$ cat src/rtl/alu_n2t_pkg.sv
// Shared definitions for the Hack ALU arbiter: control-word bit positions,
// common control words and the arbiter state encoding.
package alu_n2t_pkg;

  localparam int ZX = 5;
  localparam int NX = 4;
  localparam int ZY = 3;
  localparam int NY = 2;
  localparam int F  = 1;
  localparam int NO = 0;

  localparam logic [5:0] ALU_ZERO   = 6'b101010;
  localparam logic [5:0] ALU_NEG1   = 6'b111010;
  localparam logic [5:0] ALU_ADD    = 6'b000010;
  localparam logic [5:0] ALU_SUB_XY = 6'b010011;
  localparam logic [5:0] ALU_SUB_YX = 6'b000111;
  localparam logic [5:0] ALU_AND    = 6'b000000;

  typedef enum logic {
    IDLE = 1'b0,
    EXEC = 1'b1
  } state_t;

endpackage

$ cat src/rtl/alu_n2t.sv
// Combinational Hack ALU: optional zero/invert of each operand, add or AND,
// optional output invert, plus zero and negative flags.
module alu_n2t
  import alu_n2t_pkg::*;
#(
  parameter int WIDTH = 16
) (
  input  logic [WIDTH-1:0] x,
  input  logic [WIDTH-1:0] y,
  input  logic [5:0]       c,
  output logic [WIDTH-1:0] out,
  output logic             zr,
  output logic             ng
);

  logic [WIDTH-1:0] w_x;
  logic [WIDTH-1:0] w_y;
  logic [WIDTH-1:0] w_f;

  // NOTE: every variable gets a value at the top of the block, so no path
  // leaves it unassigned and no latch is inferred.
  always_comb begin
    w_x = c[ZX] ? '0 : x;
    w_y = c[ZY] ? '0 : y;
    if (c[NX]) w_x = ~w_x;
    if (c[NY]) w_y = ~w_y;
    w_f = c[F] ? (w_x + w_y) : (w_x & w_y);
  end

  assign out = c[NO] ? ~w_f : w_f;
  assign zr  = (out == '0);
  assign ng  = out[WIDTH-1];

endmodule

$ cat src/rtl/alu_arbiter_n2t.sv
// Round-robin arbiter sharing one Hack ALU between NREQ requesters; each
// grant is followed one cycle later by a done pulse carrying the result.
module alu_arbiter_n2t
  import alu_n2t_pkg::*;
#(
  parameter int WIDTH = 16,
  parameter int NREQ  = 2
) (
  input  logic                  clk,
  input  logic                  reset,
  input  logic [NREQ-1:0]       req,
  input  logic [NREQ*WIDTH-1:0] x_in,
  input  logic [NREQ*WIDTH-1:0] y_in,
  input  logic [NREQ*6-1:0]     c_in,
  output logic [NREQ-1:0]       gnt,
  output logic [NREQ-1:0]       done,
  output logic [WIDTH-1:0]      out,
  output logic                  zr,
  output logic                  ng,
  output logic                  busy
);

  localparam int PTR_W = $clog2(NREQ);

  state_t           r_state;
  state_t           w_state_nxt;
  logic [PTR_W-1:0] r_ptr;
  logic [PTR_W-1:0] w_ptr_nxt;
  logic [PTR_W-1:0] r_sel;
  logic [PTR_W-1:0] w_sel_idx;
  logic [PTR_W-1:0] w_cand;
  logic             w_any_req;
  logic             w_load;
  logic             w_commit;
  logic [NREQ-1:0]  r_gnt;
  logic [NREQ-1:0]  w_gnt_nxt;
  logic [NREQ-1:0]  r_done;
  logic [NREQ-1:0]  w_done_nxt;
  logic [WIDTH-1:0] r_x;
  logic [WIDTH-1:0] r_y;
  logic [5:0]       r_c;
  logic [WIDTH-1:0] r_out;
  logic             r_zr;
  logic             r_ng;
  logic [WIDTH-1:0] w_alu_out;
  logic             w_alu_zr;
  logic             w_alu_ng;

  // Scan from the highest offset down so the lowest offset from r_ptr wins.
  always_comb begin
    w_any_req = 1'b0;
    w_sel_idx = '0;
    w_cand    = '0;
    for (int k = NREQ - 1; k >= 0; k--) begin
      w_cand = PTR_W'((int'(r_ptr) + k) % NREQ);
      if (req[w_cand]) begin
        w_any_req = 1'b1;
        w_sel_idx = w_cand;
      end
    end
  end

  always_comb begin
    w_state_nxt = r_state;
    w_ptr_nxt   = r_ptr;
    w_gnt_nxt   = '0;
    w_done_nxt  = '0;
    w_load      = 1'b0;
    w_commit    = 1'b0;
    case (r_state)
      IDLE: begin
        if (w_any_req) begin
          w_state_nxt          = EXEC;
          w_gnt_nxt[w_sel_idx] = 1'b1;
          w_load               = 1'b1;
        end
      end
      EXEC: begin
        w_state_nxt       = IDLE;
        w_done_nxt[r_sel] = 1'b1;
        w_ptr_nxt         = PTR_W'((int'(r_sel) + 1) % NREQ);
        w_commit          = 1'b1;
      end
      default: w_state_nxt = IDLE;
    endcase
  end

  // NOTE: sequential state uses non-blocking assignments so every register
  // samples the pre-edge values regardless of statement order.
  always_ff @(posedge clk) begin
    if (reset) begin
      r_state <= IDLE;
      r_ptr   <= '0;
      r_gnt   <= '0;
      r_done  <= '0;
      r_out   <= '0;
      r_zr    <= 1'b0;
      r_ng    <= 1'b0;
    end else begin
      r_state <= w_state_nxt;
      r_ptr   <= w_ptr_nxt;
      r_gnt   <= w_gnt_nxt;
      r_done  <= w_done_nxt;
      if (w_commit) begin
        r_out <= w_alu_out;
        r_zr  <= w_alu_zr;
        r_ng  <= w_alu_ng;
      end
    end
  end

  // NOTE: operand capture registers carry no reset; they are only consumed
  // in EXEC, which is always preceded by a load.
  always_ff @(posedge clk) begin
    if (w_load) begin
      r_sel <= w_sel_idx;
      r_x   <= x_in[int'(w_sel_idx)*WIDTH +: WIDTH];
      r_y   <= y_in[int'(w_sel_idx)*WIDTH +: WIDTH];
      r_c   <= c_in[int'(w_sel_idx)*6 +: 6];
    end
  end

  alu_n2t #(
    .WIDTH(WIDTH)
  ) u_alu (
    .x  (r_x),
    .y  (r_y),
    .c  (r_c),
    .out(w_alu_out),
    .zr (w_alu_zr),
    .ng (w_alu_ng)
  );

  assign gnt  = r_gnt;
  assign done = r_done;
  assign out  = r_out;
  assign zr   = r_zr;
  assign ng   = r_ng;
  assign busy = (r_state == EXEC);

endmodule

$ cat config.mk
export PLATFORM = sky130hd
export DESIGN_NAME = alu_arbiter_n2t
export DESIGN_NICKNAME = d
export VERILOG_FILES = /design/src/rtl/alu_n2t_pkg.sv /design/src/rtl/alu_n2t.sv /design/src/rtl/alu_arbiter_n2t.sv
export SDC_FILE = /design/constraint.sdc
export NUM_CORES = 1
export LEC_CHECK = 0
export BUFFER_PORTS_ARGS = -buffer_cell sky130_fd_sc_hd__buf_2
export CORE_MARGIN = 3
export CORE_UTILIZATION = 35
export DETAILED_ROUTE_END_ITERATION = 12
export MAX_ROUTING_LAYER = met4
export PLACE_DENSITY = 0.52
export SYNTH_ARGS = -nofsm -noshare
export SYNTH_HDL_FRONTEND = slang
export SYNTH_SLANG_ARGS = --single-unit
export TNS_END_PERCENT = 20
$ cat constraint.sdc
create_clock -name clk -period 4.5 [get_ports clk]
set_clock_uncertainty 0.05 [all_clocks]
set_input_delay 0.9 -clock clk [delete_from_list [all_inputs] [get_ports clk]]
set_output_delay 0.9 -clock clk [all_outputs]
set_load 0.01 [all_outputs]
# Word-level counts from Yosys, hierarchy flattened

Cells that the tools add are included.

Bitwise operators: 6
Multiplexer cells: 22
Equal/unequal tests: 0
Multipliers: 1
Reductions and logical operators: 5
$add $sub $neg: 3
Div/mod/pow operators: 0
Shifts and indexed selects: 3
Magnitude comparators: 6

Operators by type and width:

| cell                  | number |
|---|---|
| $mux W16              | 6 |
| $shiftx A32 B6 Y16    | 2 |
| $not A16 Y16          | 3 |
| $add A16 B16 Y16      | 1 |
| $and A16 B16 Y16      | 1 |
| $logic_not A16 Y1     | 1 |
| $mux W1               | 13 |
| $shiftx A12 B5 Y6     | 1 |
| $lt A1 B2 Y1 const B  | 4 |
| $mul A1 B2 Y3 const B | 1 |
| $reduce_or A3 Y1      | 1 |
| $add A1 B1 Y1 const B | 2 |
| $demux W1 S1          | 2 |
| $ge A1 B1 Y1 const B  | 2 |
| $logic_and A1 B1 Y1   | 2 |
| $not A1 Y1            | 2 |
| $pmux W1 S2           | 1 |
| $reduce_or A2 Y1      | 1 |

Input port bits: 80
Memories kept: 0
Output and inout bits: 23
Bits in latches: 0
Register bits: 63
Memory bits (read-only): 0
RAM bits: 0
Logic and storage cells: 57

# Longest topological paths before layout

Gate-level depths: netlist of run 1.

Depth in word-level cells: 9
Depth in mapped cells: 13
Mapped depth without buffers: 12

# By module

A second synthesis of run 1 with hierarchy kept.

Cell total of the unflattened synthesis: 401
Area total of the unflattened synthesis: 4306.6 um^2

Modules (own cells, without submodules):

| module          | cells an instance | times used | sequential area each (um^2) | area an instance (um^2) |
|---|---|---|---|---|
| alu_arbiter_n2t | 158               | 1          | 1651.6                      | 2492.4 |
| alu_n2t         | 243               | 1          | 0.0                         | 1814.2 |

# Worst setup path after synthesis of run 1

OpenSTA, ideal clock, no wires.

Path type: reg-to-reg
Start point: register r_c[2]
End point: register r_zr (netlist: zr)
Arrival: 3.461 ns
Required time: 4.363 ns
Period minus slack after synthesis: 3.598 ns
Cell stages (with the launch flop): 13
Slack: 0.902 ns
Path buffers: 2
Library setup time: 0.087 ns
Cells stage by stage: edfxtp_1 clkbuf_1 buf_1 xnor2_1 fa_1 a21o_2 a221oi_4 o32ai_2 or3_1 a31o_1 o211ai_2 o2111ai_1 o31ai_1

Word-level cells in the longest chain between the ends: 6
Elaborated cells on any way between the ends: 7
Classes of those cells: add/sub: 1; mux: 3; bitwise: 2; reduce/logical: 1

Ends and longest elaborated chain:

| element                                              | RTL line               | source |
|---|---|---|
| start, declared                                      | alu_arbiter_n2t.sv:41  | `logic [5:0] r_c;` |
| start signal, assigned                               | alu_arbiter_n2t.sv:119 | `r_c <= c_in[int'(w_sel_idx)*6 +: 6];` |
| $mux W16 *                                           | alu_n2t.sv:26          | `if (c[NY]) w_y = ~w_y;` |
| $add A16 B16 Y16 or $and A16 B16 Y16 (tied branches) | alu_n2t.sv:27          | `w_f = c[F] ? (w_x + w_y) : (w_x & w_y);` |
| $mux W16 *                                           | alu_n2t.sv:27          |  |
| $not A16 Y16                                         | alu_n2t.sv:30          | `assign out = c[NO] ? ~w_f : w_f;` |
| $mux W16 *                                           | alu_n2t.sv:30          |  |
| $logic_not A16 Y1 *                                  | alu_n2t.sv:31          | `assign zr = (out == '0);` |
| end signal, assigned                                 | alu_arbiter_n2t.sv:106 | `r_zr <= w_alu_zr;` |
| end, declared                                        | alu_arbiter_n2t.sv:43  | `logic r_zr;` |

Mark *: on every way between the ends. The rest lies on a longest branch, timed or not.
A chain may end at the register's enable or synchronous reset.

# Worst setup path after layout of run 1

Ends and elaborated chain as after synthesis.

==> metrics, run 1 <==
leading area contributor after synthesis=edfxtp_1; Core ar.=12100 um^2; crit path launch type=register; Final TNS setup=0 ns; worst-margin pin slew=1.12 ns; max cap viols=0; CTS tree=yes; Finished Layout Cells=772; crit-path max FO=16; port buffer count=102; worst endpoint data arrival time=3.94 ns; Final ANT Viol Nets=0; share of the synthesized area in the top cell type=0.268; fin util=0.440; Synth Area in XOR/XNOR=0.0981; maximum resistive drop on vdd=0.000202 V; Slew Limit Fails=0; DP Wirelength=7750 um; footprint of the multi-input gates=2580 um^2; largest family of logic cells by synthesized area=simple AND/OR/NAND/NOR gates; highest routed layer=met4; Remaining DRCs=0; # hold bufs at CTS=0; register-to-register setup slack=0.76 ns; simple-gate portion of the synthesized area=0.272; Hold Crit Class=register to register; vias in the first global route=3549; final setup vio count=0; # IOs=103; Seq/Total Area, Yosys=0.373; DRT iter0 DRCs=190; Worst EP required=4.70 ns; largest net degree at the start of global routing=41; clock root buffer=clkbuf_16; initial antenna violation count=0; Post-Synth Adder-Cell Area=0.0504; syn_nets=612; TritonCTS buffer count=9; Die Wd=118 um; Cell Pwr Density=468 nW/um^2; max frequency=268 MHz; CP endpoint kind=register; nets=696; number of gates resized after CTS=0; number of distinct library cells after synthesis=61; routed wire length=10100 um; vias per inst=4.84; synth cell count leaders=nand2_1 (123), xnor2_1 (48), nand2b_1 (40); Final period util=0.831; fraction of registers with async set/reset=0; fin crit period=3.74 ns; status=complete, no violations; Hold WS=0.414 ns; cell row count=40; first-pass GRT wire length=17000 um; LEAKAGE=2.35 nW; met2 routed WL=4240 um; register area=1630 um^2; final hold vios=0; Synth area leaders=edfxtp_1 (27%), nand2_1 (11%), dfxtp_1 (11%), xnor2_1 (9.6%), nand2b_1 (5.7%); fill count=1218; Cell Count Post-Placement=756; layout cells sized above 1=0.217; Synth Cell Area=4370 um^2; via count=3734; Die Area=13900 um^2; area grow syn2layout=21.9%; grt total ovfl=0; Worst slew margin=0.253; Initial DRT Pass Iterations=5; # Post-CTS Setup Buffers=0; Initial Utilization=0.361; Post-synth top flop=edfxtp_1; met1 wire length=5070 um; WHS Path Cells=2; critical path class=register to register; most frequent cell after synthesis=nand2_1; final instance area=5330 um^2; CTS sink cnt=62; routability cong.=0.854; Cells after Synth=515; ANT cells=0; area fraction in compound gates after synthesis=0.135; H-tree Lvls=3; met3 WL post-DR=611 um; FF-to-FF path depth=11; fraction of synthesized area in multiplexers=0.0320; die height=118 um; Seq cells post-synth=62; deepest clock path buffer count=2; RSZ-0062 raised after global routing=false; post-DR wirelength/cell=13.1 um; Placed Area=5000 um^2; Clk pin slew, worst setup/hold paths=0.06 ns; yosys warns=0; clk_lat worst skew=0.33 ns; syn avg cell area=8.49 um^2; number of synthesized flops with an enable pin=39; Total GRT Usage=0.152
==> worst max-delay path, cell delays in order, from the launching register on <==
cell       delay (ns)
edfxtp_1         0.85
xnor2_1          0.19
ha_1             0.30
fa_1             0.45
a21o_2           0.25
a221oi_4         0.33
o32ai_2          0.16
or3_1            0.32
a31o_1           0.24
o211ai_2         0.16
o2111ai_1        0.13
o31ai_1          0.24
==> final timing paths <==
| kind | endpoint | from |
|---|---|---|
| max | zr | r_c[2] |
| min | out[4] | out[4] |
| max reg2reg | zr | r_c[2] |
| min reg2reg | out[4] | out[4] |
==> power by group <==
group | switching [mW] | internal, mW | leakage, nW | total, mW
Combinational | 0.568 | 0.428 | 1.61 | 0.996
Clock | 0.242 | 0.537 | 0.159 | 0.778
Sequential | 0.0396 | 0.679 | 0.578 | 0.719
==> metrics by stage <==
step	power [mW]	worst slack, ns
detailed placement	1.72	0.731
global placement	1.71	0.847
global route	2.67	0.511
floorplan	1.49	0.902
CTS	2.51	0.726
finish	2.49	0.762
==> sequential cells by signal, summed over array words and instances (netlist names) <==
register	count
out	16
zr	1
done	2
r_y	16
r_x	16
gnt	2
r_ptr	1
r_sel	1
busy	1
r_c	6
==> final cells by class <==
| class | count | area share |
|---|---|---|
| repair buffers | 106 | 0.101 |
| flip-flops and latches | 62 | 0.306 |
| clock inverters | 5 | 0.0183 |
| multi-input cells | 410 | 0.484 |
| well taps | 168 | 0.0394 |
| inverters | 10 | 0.00704 |
| clock buffers | 11 | 0.0437 |
==> per-layer routing <==
metal	global-route usage	vias to the layer above
met5	-	-
met4	0.0535	0
met3	0.0317	18
met2	0.218	128
met1	0.213	1645
li1	-	1943
==> placed cells by master, fill, tap and decap left out, drive strengths merged, types with 11 or more instances in the layout <==
cell type,synthesis,layout
a21oi,11,11
buf,9,106
clkbuf,24,11
dfxtp,23,23
edfxtp,39,39
ha,16,16
mux2i,14,14
nand2,123,123
nand2b,40,40
nor2,39,39
nor3,12,12
o21ai,11,11
xnor2,48,48
==> logic make-up (layout without fill, tap and decap cells) <==
kind of cell | after synthesis | after routing
buffers and inverters | 43 | 132
AND/OR/NAND/NOR | 254 | 254
XOR/XNOR | 49 | 49
flip-flops | 62 | 62
adder cells (fa/ha/maj) | 17 | 17
AO/OA/AOI/OAI | 76 | 76
multiplexers | 14 | 14
No activity file was read; power rests on OpenSTA's default activity.
==> run 2, diff against run 1 <==
Settings changed: PLACE_DENSITY 0.52 to 0.54.
Clock period 4.5 ns to 3.3 ns, I/O delays scaled along.
==> run 2 against run 1 <==
Register-to-register slack got worse by 0.65 ns. Flip-flop and latch count unchanged. Clock-buffer cell count unchanged. Critical endpoint unchanged. Highest routed layer unchanged.
==> metrics, run 2 (same netlist as run 1, synthesis figures left out) <==
status=complete, no violations (unchanged); LEAKAGE=2.55 nW (was 2.35 nW); max cap viols=0 (unchanged); # IOs=103 (unchanged); slowest library cell on the worst path=edfxtp_1 (unchanged); Die Area=13900 um^2 (unchanged); final setup vio count=0 (unchanged); first-pass GRT wire length=17100 um (was 17000 um); nets=734 (was 696); die height=118 um (unchanged); Die Wd=118 um (unchanged); post-DR wirelength/cell=12.7 um (was 13.1 um); # hold bufs at CTS=0 (unchanged); Finished Layout Cells=810 (was 772); commonest non-fill, non-tap cell in the layout=nand2_1 (unchanged); CP endpoint kind=register (unchanged); Core ar.=12100 um^2 (unchanged); CTS tree=yes (unchanged); layout cells sized above 1=0.304 (was 0.217); most frequent cells in the layout=nand2_1 (123), buf_2 (103), xnor2_1 (45) (was nand2_1 (123), buf_2 (102), xnor2_1 (48)); deepest clock path buffer count=2 (unchanged); Initial DRT Pass Iterations=4 (was 5); Final TNS setup=0 ns (unchanged); worst endpoint data arrival time=3.38 ns (was 3.94 ns); crit-path max FO=5 (was 16); Final period util=0.967 (was 0.831); Final ANT Viol Nets=0 (unchanged); Total GRT Usage=0.152 (about the same); clk_lat worst skew=0.33 ns (about the same); cell row count=40 (unchanged); vias per inst=4.70 (was 4.84); worst-margin pin slew=0.989 ns (was 1.12 ns); port buffer count=102 (unchanged); area grow syn2layout=31.2% (was 21.9%); via count=3810 (was 3734); DRT iter0 DRCs=164 (was 190); Worst path max stage delay=0.48 ns (was 0.85 ns); H-tree Lvls=3 (unchanged); CTS sink cnt=62 (unchanged); initial antenna violation count=0 (unchanged); critical path class=register to register (unchanged); worst-path cell chain=nand2b_4 -> xnor2_1 -> ha_2 -> fa_2 -> a21o_4 -> a221oi_4 -> o32ai_2 -> buf_4 -> buf_4 -> mux2i_1 -> o2111ai_2 -> o211ai_2 -> o2111ai_2 -> o31ai_1 (was xnor2_1 -> ha_1 -> fa_1 -> a21o_2 -> a221oi_4 -> o32ai_2 -> or3_1 -> a31o_1 -> o211ai_2 -> o2111ai_1 -> o31ai_1); final hold vios=0 (unchanged); Worst slew margin=0.339 (was 0.253); maximum resistive drop on vdd=0.000279 V (was 0.000202 V); grt total ovfl=0 (unchanged); TritonCTS buffer count=9 (unchanged); ANT cells=0 (unchanged); routability cong.=0.863 (was 0.854); routed wire length=10300 um (was 10100 um); vias in the first global route=3633 (was 3549); Clk pin slew, worst setup/hold paths=0.05 ns (was 0.06 ns); max frequency=313 MHz (was 268 MHz); fin crit period=3.19 ns (was 3.74 ns); Hold Crit Class=register to register (unchanged); DP Wirelength=7900 um (was 7750 um); clock root buffer=clkbuf_16 (unchanged); Remaining DRCs=0 (unchanged); Worst EP required=3.49 ns (was 4.70 ns); Cell Count Post-Placement=779 (was 756); RSZ-0062 raised after global routing=true (was false); Cell Pwr Density=613 nW/um^2 (was 468 nW/um^2); crit path launch type=register (unchanged); Slew Limit Fails=0 (unchanged); fin util=0.474 (was 0.440); Initial Utilization=0.361 (unchanged); Power, Total=3.52 mW (was 2.49 mW); largest net degree at the start of global routing=41 (unchanged)
==> run 2: critical path, delay by kind of cell (launching register included) <==
kind / cells / cell delay [ns]
muxes: 1 / 0.18
adders and majority gates: 2 / 0.56
buffers and inverters: 2 / 0.28
xor gates and xnor gates: 1 / 0.12
DFF: 1 / 0.48
AOI/OAI and AO/OA: 7 / 1.25
and+or+nand+nor: 1 / 0.19
==> run 2: per-layer routing <==
metal | vias to the layer above | global-route usage | share of wire
li1 | 2029 | - | -
met1 | 1666 | 0.211 | 0.50
met3 | 9 | 0.0365 | 0.053
met5 | - | - | 0
met4 | 0 | 0.0359 | 0.011
met2 | 106 | 0.226 | 0.44
==> run 2: worst paths after layout <==
path | from | endpoint | slack (ns) | cells after the start
worst min register to register | out[4] | out[4] | 0.42 | 2
worst max register to register | r_c[5] | zr | 0.11 | 14
worst max-delay path | r_c[5] | zr | 0.11 | 14
worst min-delay path | out[4] | out[4] | 0.42 | 2
==> run 2: area by class of cell <==
class                           count  area [um^2]
Sequential cell                    62         1630
Inverter                           10         37.5
Multi-Input combinational cell    410         2750
Timing Repair Buffer              144          827
Clock inverter                      5         50.0
Fill cell                        1176         6370
Tap cell                          168          210
Clock buffer                       11          233
==> run 2: what timing repair did <==
action,4_1_cts,5_1_grt
resized for setup,0,32
hold endpoints to repair,0,0
setup endpoints to repair,0,4
buffers inserted,0,14
==> run 2: report_power, final <==
group	total (mW)	internal (mW)	leakage, nW	switching, mW
clock network	0.890	0.577	0.135	0.313
registers	0.968	0.927	0.578	0.0411
logic	1.66	0.780	1.84	0.882
total	3.52	2.28	2.55	1.24
==> run 2: stage by stage <==
step | area (um^2) | setup WS (ns) | hold slack (ns)
floorplan | 4380 | 0.00796 | 0.385
global placement | 5170 | 0.111 | 0.404
detailed placement | 5170 | 0.0244 | 0.413
CTS | 5460 | 0.0171 | 0.421
global route | 5740 | -0.122 | 0.452
finish | 5740 | 0.110 | 0.422
==> run 3, diff against run 2 <==
Settings changed: CORE_ASPECT_RATIO set to 1.1.
==> run 3 against run 2 <==
Worst setup slack improved by 0.017 ns. Global-route usage about the same. Sequential power barely moved. Sequential share of layout area rose by 1.4 points. Fmax increased by 0.52%. Via count fell by 1.8%. Critical path type unchanged. Design area down 4.6%. Largest power group unchanged.
==> metrics, run 3 (same netlist as run 1, synthesis figures left out) <==
status=complete, no violations (unchanged); final hold vios=0 (unchanged); Finished Layout Cells=780 (was 810); hold path start=r_sel (was out[4]); crit-path max FO=6 (was 5); Initial DRT Pass Iterations=4 (unchanged); TritonCTS buffer count=9 (unchanged); port buffer count=102 (unchanged); Cell Pwr Density=602 nW/um^2 (was 613 nW/um^2); WHS Path Cells=1 (was 2); die height=123 um (was 118 um); most frequent cells in the layout=nand2_1 (123), buf_2 (102), xnor2_1 (46) (was nand2_1 (123), buf_2 (103), xnor2_1 (45)); CTS tree=yes (unchanged); nets=718 (was 734); commonest non-fill, non-tap cell in the layout=nand2_1 (unchanged); CP delay by family, top=compound AO/OA/AOI/OAI gates (unchanged); Cell Count Post-Placement=763 (was 779); area grow syn2layout=25.2% (was 31.2%); Final ANT Viol Nets=0 (unchanged); vias in the first global route=3546 (was 3633); hold worst-path end=done[0] (was out[4]); Worst slew margin=0.685 (was 0.339); max cap viols=0 (unchanged); CTS sink cnt=62 (unchanged); FF-to-FF path depth=11 (was 14); Remaining DRCs=0 (unchanged); Core ar.=12100 um^2 (about the same); initial antenna violation count=0 (unchanged); routability cong.=0.858 (was 0.863); R2R Path End=zr (unchanged); LEAKAGE=2.44 nW (was 2.55 nW); worst-margin pin slew=0.473 ns (was 0.989 ns); H-tree Lvls=3 (unchanged); Die Wd=113 um (was 118 um); final setup vio count=0 (unchanged); final setup margin=0.126 ns (was 0.110 ns); slowest library cell on the worst path=edfxtp_1 (unchanged); cell row count=42 (was 40); Initial Utilization=0.360 (was 0.361); via count=3742 (was 3810); crit path launch type=register (unchanged); Worst EP required=3.48 ns (was 3.49 ns); critical path class=register to register (unchanged); Slew Limit Fails=0 (unchanged); clock root buffer=clkbuf_16 (unchanged); vias per inst=4.80 (was 4.70); CP endpoint kind=register (unchanged); Hold Crit Class=register to register (unchanged); Die Area=13900 um^2 (about the same); first-pass GRT wire length=16900 um (was 17100 um); DRT iter0 DRCs=125 (was 164); # IOs=103 (unchanged); routed wire length=9960 um (was 10300 um); worst endpoint data arrival time=3.36 ns (was 3.38 ns); layout cells sized above 1=0.262 (was 0.304); Total GRT Usage=0.152 (about the same); Buf/Inv on CP=0 (was 2); clk_lat worst skew=0.32 ns (was 0.33 ns); fin crit period=3.17 ns (was 3.19 ns); maximum resistive drop on vdd=0.000221 V (was 0.000279 V); deepest clock path buffer count=2 (unchanged); register-to-register setup slack=0.13 ns (was 0.11 ns); Power, Total=3.30 mW (was 3.52 mW); Final period util=0.962 (was 0.967); Clk pin slew, worst setup/hold paths=0.05 ns (about the same); worst-path cell chain=xnor2_1 -> ha_1 -> fa_2 -> a21o_2 -> a221oi_4 -> o32ai_2 -> or3_1 -> a31o_1 -> o211ai_2 -> o2111ai_1 -> o31ai_1 (was nand2b_4 -> xnor2_1 -> ha_2 -> fa_2 -> a21o_4 -> a221oi_4 -> o32ai_2 -> buf_4 -> buf_4 -> mux2i_1 -> o2111ai_2 -> o211ai_2 -> o2111ai_2 -> o31ai_1); r2r startpoint=r_c[2] (was r_c[5]); grt total ovfl=0 (unchanged); post-DR wirelength/cell=12.8 um (was 12.7 um); max frequency=315 MHz (was 313 MHz); Worst path max stage delay=0.52 ns (was 0.48 ns); ANT cells=0 (unchanged); dpl ws=0.00826 ns (was 0.0244 ns); RSZ-0062 raised after global routing=true (unchanged); largest net degree at the start of global routing=40 (was 41); DP Wirelength=7750 um (was 7900 um)
## run 3: cell types whose count changed in the layout (fill, tap and decap cells not counted), moves of 2 or more
cell,delta
buf_4,-14
ha_1,+3
nand2b_1,+3
nand2b_4,-3
ha_2,-2
o2111ai_1,+2
o2111ai_2,-2
## run 3: final cells by class
class                   instances  area (um^2)
flip-flops and latches         62         1630
clock buffers                  11          233
well taps                     154          193
clock inverters                 5         26.3
multi-input cells             410         2650
fillers                      1199         6660
inverters                      10         37.5
repair buffers                128          706
## run 3: power breakdown
| part | total, mW | internal [mW] | switching (mW) |
|---|---|---|---|
| clock network | 0.818 | 0.501 | 0.317 |
| logic | 1.51 | 0.683 | 0.832 |
| registers | 0.966 | 0.926 | 0.0403 |
## run 3: repair_timing
item | in CTS | in global routing
gates resized for setup | 2 | 12
setup buffers | 0 | 1
pin swaps | 0 | 3
hold buffers | 0 | 0
endpoints found under the setup margin | 1 | 3
## run 3: how the worst max path moves through the flow
stage | from | to | slack (ns) | cells past startpoint
floorplan | r_c[2] | zr | 0.008 | 12
global placement | r_c[2] | zr | 0.06 | 11
detailed placement | r_c[2] | zr | 0.008 | 11
CTS | r_c[3] | zr | 0.009 | 12
global route | r_c[5] | zr | -0.06 | 12
finish | r_c[2] | zr | 0.13 | 11
## run 3: through the flow
step	util	setup TNS, ns	hold slack (ns)	cell area, um^2
2_1_floorplan	-	0	0.385	4380
3_3_place_gp	0.424	0	0.410	5140
3_5_place_dp	0.424	0	0.418	5140
4_1_cts	0.446	0	0.426	5410
5_1_grt	0.451	-0.0589	0.464	5480
6_report	0.451	0	0.421	5480
## run 3: routing by layer
layer  vias up  global-route usage  share of wire
met5         -                   -              0
met4         0              0.0361          0.012
met3         8              0.0328          0.061
met2       118               0.235           0.44
met1      1625               0.206           0.49
li1       1991                   -              -
